### config.mk
export PLATFORM = sky130hd
export DESIGN_NAME = seg7_apb_scan_ctrl
export DESIGN_NICKNAME = d
export VERILOG_FILES = /design/src/rtl/seg7_apb_scan_ctrl.sv
export SDC_FILE = /design/constraint.sdc
export NUM_CORES = 1
export LEC_CHECK = 0
export BUFFER_PORTS_ARGS = -buffer_cell sky130_fd_sc_hd__clkbuf_2
export CORE_ASPECT_RATIO = 1.5
export CORE_MARGIN = 5
export CORE_UTILIZATION = 48
export CTS_CLUSTER_DIAMETER = 50
export DETAILED_ROUTE_END_ITERATION = 8
export GPL_TIMING_DRIVEN = 0
export PLACE_DENSITY = 0.82
export SETUP_SLACK_MARGIN = 0.3
export SYNTH_ARGS = -nofsm -noshare
export SYNTH_HDL_FRONTEND = slang
export SYNTH_SLANG_ARGS = --single-unit
### constraint.sdc
create_clock -name pclk_i -period 2.35 [get_ports pclk_i]
set_input_delay 0.47 -clock pclk_i [delete_from_list [all_inputs] [get_ports pclk_i]]
set_output_delay 0.47 -clock pclk_i [all_outputs]
set_load 0.005 [all_outputs]
### src/rtl/seg7_apb_scan_ctrl.sv
// APB3 slave for a multiplexed common-anode 7-segment display with PWM dimming.
// Optional decimal-point support is enabled by defining SEG7_DP_EN.
module seg7_apb_scan_ctrl #(
    parameter int DIGITS   = 8,
    parameter int SCAN_DIV = 1024
) (
    input  logic              pclk_i,
    input  logic              preset_i,
    input  logic [31:0]       paddr_i,
    input  logic              psel_i,
    input  logic              penable_i,
    input  logic              pwrite_i,
    input  logic [31:0]       pwdata_i,
    input  logic [3:0]        pstrb_i,
    output logic              pready_o,
    output logic [31:0]       prdata_o,
    output logic              pslverr_o,
    output logic [6:0]        seg_o,
`ifdef SEG7_DP_EN
    output logic              dp_o,
`endif
    output logic [DIGITS-1:0] an_o
);

    localparam int          PW    = $clog2(SCAN_DIV);
    localparam logic [31:0] DMASK = 32'hFFFF_FFFF >> (32 - 4 * DIGITS);
    localparam logic [7:0]  MMASK = 8'hFF >> (8 - DIGITS);
    localparam logic [2:0]  LAST  = 3'(DIGITS - 1);

    logic [31:0]       data_q, data_d;
    logic              en_q, en_d;
    logic [3:0]        bright_q, bright_d;
    logic              srst_q, srst_d;
    logic [7:0]        blank_q, blank_d;
    logic [7:0]        dp_q, dp_d;
    logic [PW-1:0]     presc_q, presc_d;
    logic [2:0]        idx_q, idx_d;
    logic [DIGITS-1:0] an_q, an_d;
    logic [6:0]        seg_q, seg_d;
    logic              dpo_q, dpo_d;

    logic        access, err, wr, active;
    logic [2:0]  word;
    logic [31:0] rdata, wmask;
    logic [3:0]  cur;
    logic        dp_absent;

    function automatic logic [6:0] hex7(input logic [3:0] h);
        logic [6:0] s;
        case (h)
            4'h0: s = 7'h40;
            4'h1: s = 7'h79;
            4'h2: s = 7'h24;
            4'h3: s = 7'h30;
            4'h4: s = 7'h19;
            4'h5: s = 7'h12;
            4'h6: s = 7'h02;
            4'h7: s = 7'h78;
            4'h8: s = 7'h00;
            4'h9: s = 7'h10;
            4'hA: s = 7'h08;
            4'hB: s = 7'h03;
            4'hC: s = 7'h46;
            4'hD: s = 7'h21;
            4'hE: s = 7'h06;
            default: s = 7'h0E;
        endcase
        return s;
    endfunction

    assign access   = psel_i & penable_i;
    assign pready_o = access;
    assign word     = paddr_i[4:2];
    assign wmask    = {{8{pstrb_i[3]}}, {8{pstrb_i[2]}},
                       {8{pstrb_i[1]}}, {8{pstrb_i[0]}}};

`ifdef SEG7_DP_EN
    assign dp_absent = 1'b0;
`else
    assign dp_absent = (word == 3'd2);
`endif

    always_comb begin
        err = (|paddr_i[31:5]) | (|paddr_i[1:0]) | (word > 3'd4)
            | (pwrite_i & (word == 3'd4)) | dp_absent;
    end

    assign wr        = access & pwrite_i & ~err;
    assign pslverr_o = access & err;

    always_comb begin
        rdata = 32'h0;
        case (word)
            3'd0: rdata = data_q;
            3'd1: rdata = {24'h0, bright_q, 2'b00, 1'b0, en_q};
            3'd2: rdata = {24'h0, dp_q};
            3'd3: rdata = {24'h0, blank_q};
            3'd4: rdata = {28'h0, ~(&an_q), idx_q};
            default: rdata = 32'h0;
        endcase
        prdata_o = (access & ~err) ? rdata : 32'h0;
    end

    // Register file; a pending SRST wipes the display contents one cycle later.
    always_comb begin
        data_d   = data_q;
        en_d     = en_q;
        bright_d = bright_q;
        srst_d   = 1'b0;
        blank_d  = blank_q;
        dp_d     = dp_q;
        if (srst_q) begin
            data_d  = 32'h0;
            blank_d = 8'h0;
            dp_d    = 8'h0;
        end
        if (wr) begin
            case (word)
                3'd0: data_d = ((data_q & ~wmask) | (pwdata_i & wmask)) & DMASK;
                3'd1: if (pstrb_i[0]) begin
                    en_d     = pwdata_i[0];
                    srst_d   = pwdata_i[1];
                    bright_d = pwdata_i[7:4];
                end
`ifdef SEG7_DP_EN
                3'd2: if (pstrb_i[0]) dp_d = pwdata_i[7:0] & MMASK;
`endif
                3'd3: if (pstrb_i[0]) blank_d = pwdata_i[7:0] & MMASK;
                default: ;
            endcase
        end
    end

    always_comb begin
        presc_d = presc_q + 1'b1;
        idx_d   = idx_q;
        if (!en_q || srst_q) begin
            presc_d = '0;
            idx_d   = 3'd0;
        end else if (&presc_q) begin
            idx_d = (idx_q == LAST) ? 3'd0 : idx_q + 3'd1;
        end
    end

    always_comb begin
        cur    = data_q[{idx_q, 2'b00} +: 4];
        active = en_q & ~blank_q[idx_q]
               & (presc_q[PW-1 -: 4] <= bright_q);
        for (int i = 0; i < DIGITS; i++) begin
            an_d[i] = ~(active && (idx_q == 3'(i)));
        end
        seg_d = active ? hex7(cur) : 7'h7F;
        dpo_d = ~(active & dp_q[idx_q]);
    end

    always_ff @(posedge pclk_i or posedge preset_i) begin
        if (preset_i) begin
            data_q   <= 32'h0;
            en_q     <= 1'b1;
            bright_q <= 4'hF;
            srst_q   <= 1'b0;
            blank_q  <= 8'h0;
            dp_q     <= 8'h0;
            presc_q  <= '0;
            idx_q    <= 3'd0;
            an_q     <= '1;
            seg_q    <= 7'h7F;
            dpo_q    <= 1'b1;
        end else begin
            data_q   <= data_d;
            en_q     <= en_d;
            bright_q <= bright_d;
            srst_q   <= srst_d;
            blank_q  <= blank_d;
            dp_q     <= dp_d;
            presc_q  <= presc_d;
            idx_q    <= idx_d;
            an_q     <= an_d;
            seg_q    <= seg_d;
            dpo_q    <= dpo_d;
        end
    end

    assign an_o  = an_q;
    assign seg_o = seg_q;
`ifdef SEG7_DP_EN
    assign dp_o  = dpo_q;
`endif

endmodule
==> load_flow_metrics.sql <==
INSERT INTO impl_metrics (metric_group, metric, value, unit) VALUES
('sta', 'finalClockSkew', '0.00361', 'ns'),
('route', 'firstDrtPassIters', '5', ''),
('floorplan', 'pin_count', '122', ''),
('setup_path', 'critPathMaxStageDelay', '0.38', 'ns'),
('flow_run', 'drv.max_cap_violation_count', '0', ''),
('sta', 'worst_slew_pin_slew', '0.960', 'ns'),
('setup_path', 'timing.setup.critical_path_class', 'in -> out', ''),
('clock_network', 'clk_pin_slew_worst_paths', '0.05', 'ns'),
('placed_design', 'hpwlAfterDp', '9.38', 'mm'),
('cells_and_area', 'n_fill_cell', '621', ''),
('grt', 'grt_overflow_total', '0', ''),
('sta', 'grt_setup_unrepaired', 'yes', ''),
('sta', 'worst_slew_margin_rel', '35.9', '%'),
('cells_and_area', 'layout_common_cells', '104 x clkbuf_2, 54 x dfrtp_1, 34 x mux2i_1', ''),
('power_and_ir_drop', 'power.ir.vdd_worst', '496', 'uV'),
('route', 'postRouteWirelength', '13.8', 'mm'),
('setup_path', 'critical-path-slowest-cell', 'nor4_1', ''),
('clock_network', 'clk_path_buf_depth', '2', ''),
('grt', 'number_of_global_route_vias_before_repair', '4193', ''),
('sta', 'final.setup.tns', '-3.49', 'ns'),
('synthesis', 'synthesis.instances', '402', ''),
('sta', 'final_critical_path_setup_slack', '-0.169', 'ns'),
('synthesis', 'synth_cell_types', '53', ''),
('power_and_ir_drop', 'share_of_total_power_in_combinational_logic', '6.3', '%'),
('sta', 'fin_crit_sh', '107', '%'),
('setup_path', 'worst_ep_required_time', '1.88', 'ns'),
('cells_and_area', 'layout-drive-gt1-share', '49.9', '%'),
('cells_and_area', 'leading_cell_type_in_the_layout_fill_and_taps_excluded', 'clkbuf_2', ''),
('run_status', 'violations', 'negative setup slack', ''),
('route', 'first_iter_violations', '256', ''),
('route', 'total_number_of_vias', '4012', ''),
('clock_network', 'tritoncts_clock_tree', 'done', ''),
('route', 'avgViaCountPerCell', '6.00', ''),
('route', 'route.detailed.wl_per_inst', '20.7', 'microns'),
('cells_and_area', 'multiInputGateArea', '0.00263', 'sq mm'),
('setup_path', 'number_of_stages_on_the_worst_setup_path', '8', ''),
('setup_path', 'timing.critical_path.from', 'paddr_i[25]', ''),
('setup_path', 'cp.buffers_inverters', '4', ''),
('hold_path', 'timing.hold.worst.class', 'in -> async', ''),
('floorplan', 'fp.dieH', '127', 'microns'),
('synthesis', 'synth.area.top_cells', 'dfrtp_1 31%, dfstp_2 12%, mux2i_1 8.4%', ''),
('floorplan', 'die-width', '88.0', 'microns'),
('sta', 'finalHoldWorstSlack', '0.329', 'ns'),
('power_and_ir_drop', 'share_clk_of_total_power', '47.5', '%'),
('cells_and_area', 'final_net_count', '645', ''),
('power_and_ir_drop', 'p_seq_share', '46.2', '%'),
('grt', 'grtUsageTotal', '23.9', '%'),
('cells_and_area', 'antenna-diode-count', '0', ''),
('setup_path', 'arrival', '2.05', 'ns'),
('floorplan', 'start_util', '49.4', '%'),
('synthesis', 'synth-seq-area-share', '42.8', '%'),
('sta', 'max_clock_freq', '0.397', 'GHz'),
('synthesis', 'synth_top_area_share', '30.8', '%'),
('synthesis', 'synth.cell_area', '0.00439', 'sq mm'),
('synthesis', 'syn-mean-instance-area', '10.9', 'sq um'),
('route', 'dr_drc_count', '0', ''),
('clock_network', 'cts-hold-fix-buffers', '0', ''),
('sta', 'maxSlewViolCount', '0', ''),
('synthesis', 'number_of_nets_in_the_synthesized_netlist', '493', ''),
('sta', 'min_period', '2.52', 'ns'),
('setup_path', 'critPathCapture', 'prdata_o[20]', ''),
('cells_and_area', 'final-instance-count-excl-fill', '669', ''),
('clock_network', 'clock_tree.htree_level_count', '3', ''),
('setup_path', 'cells_along_the_critical_path', 'clkbuf_2 > nor4_1 > and4_4 > and4_4 > buf_8 > buf_6 > and3_1 > clkbuf_2', ''),
('run_status', 'outcome', 'finished, violations left', ''),
('floorplan', 'core.rowCount', '42', ''),
('clock_network', 'tritoncts_num_sinks', '74', ''),
('cells_and_area', 'area_growth', '39.6', '%'),
('cells_and_area', 'stdcell_area', '0.00612', 'sq mm'),
('synthesis', 'synth-edff-count', '0', ''),
('sta', 'setup_viol', '26', '');
## Yosys cell counts (3+ instances only)
cell type / instances
dfrtp_1: 54
mux2i_1: 37
nor2_1: 32
and3_1: 27
o2bb2ai_1: 25
dfstp_2: 20
ha_1: 18
clkbuf_1: 14
inv_1: 14
nand2_1: 14
nand3_1: 14
a21oi_1: 13
mux4_2: 10
buf_2: 8
mux2_4: 8
nor2b_1: 8
a22o_1: 7
mux2_2: 7
nand4_1: 5
xnor2_1: 5
buf_1: 4
nand2b_1: 4
nor4_1: 4
a22oi_1: 3
a31oi_1: 3
and2_1: 3
and4_1: 3
o211ai_1: 3
o21ai_0: 3
xor2_1: 3
## layout make-up
| class | count | share of cell area [%] |
|---|---|---|
| plain buffers | 28 | 3.35 |
| clock buffers | 14 | 4.48 |
| clock inverters | 2 | 0.164 |
| inverters | 16 | 1.31 |
| multi-input cells | 284 | 42.9 |
| flip-flops and latches | 74 | 30.7 |
| well taps | 110 | 2.25 |
| repair buffers | 141 | 14.8 |
## what timing repair did
| action | 4_1_cts | 5_1_grt |
|---|---|---|
| cloned | 2 | 1 |
| setup endpoints to repair | 74 | 87 |
| buffers inserted | 18 | 3 |
| pin swaps | 16 | 9 |
| gates resized for setup | 42 | 76 |
## power groups by stage
stage                     sequential, mW  combinational [mW]  clock (mW)
after floorplan                     1.30              0.0757           0
after global placement              1.30               0.156           0
after detailed placement            1.30               0.166           0
after CTS                           1.28               0.168        1.32
after global routing                1.28               0.189        1.38
final                               1.28               0.173        1.31
## metal layers
| layer | vias to the layer above | track usage (%) | wire length [microns] |
|---|---|---|---|
| met2 | 221 | 42.4 | 7610 |
| met3 | 52 | 3.99 | 768 |
| li1 | 1778 | - | - |
| met5 | - | 0 | 0 |
| met4 | 0 | 12.5 | 571 |
| met1 | 1961 | 26.8 | 4880 |
## cell families after synthesis
group | after synthesis | share of synthesized area (%)
AO/OA/AOI/OAI | 64 | 10.9
XOR/XNOR | 8 | 1.60
adder cells (fa/ha/maj) | 18 | 5.14
buffers and inverters | 44 | 4.25
flip-flops | 74 | 42.8
multiplexers | 64 | 18.6
AND/OR/NAND/NOR | 130 | 16.7
## worst min path at each step
stage / endpoint / depth (start not counted)
floorplan: presc_q[0] / 1
global route: register / 2
global placement: presc_q[0] / 1
CTS: register / 2
finish: blank_q[5] / 2
detailed placement: presc_q[0] / 1
No activity file was read; power rests on OpenSTA's default activity.
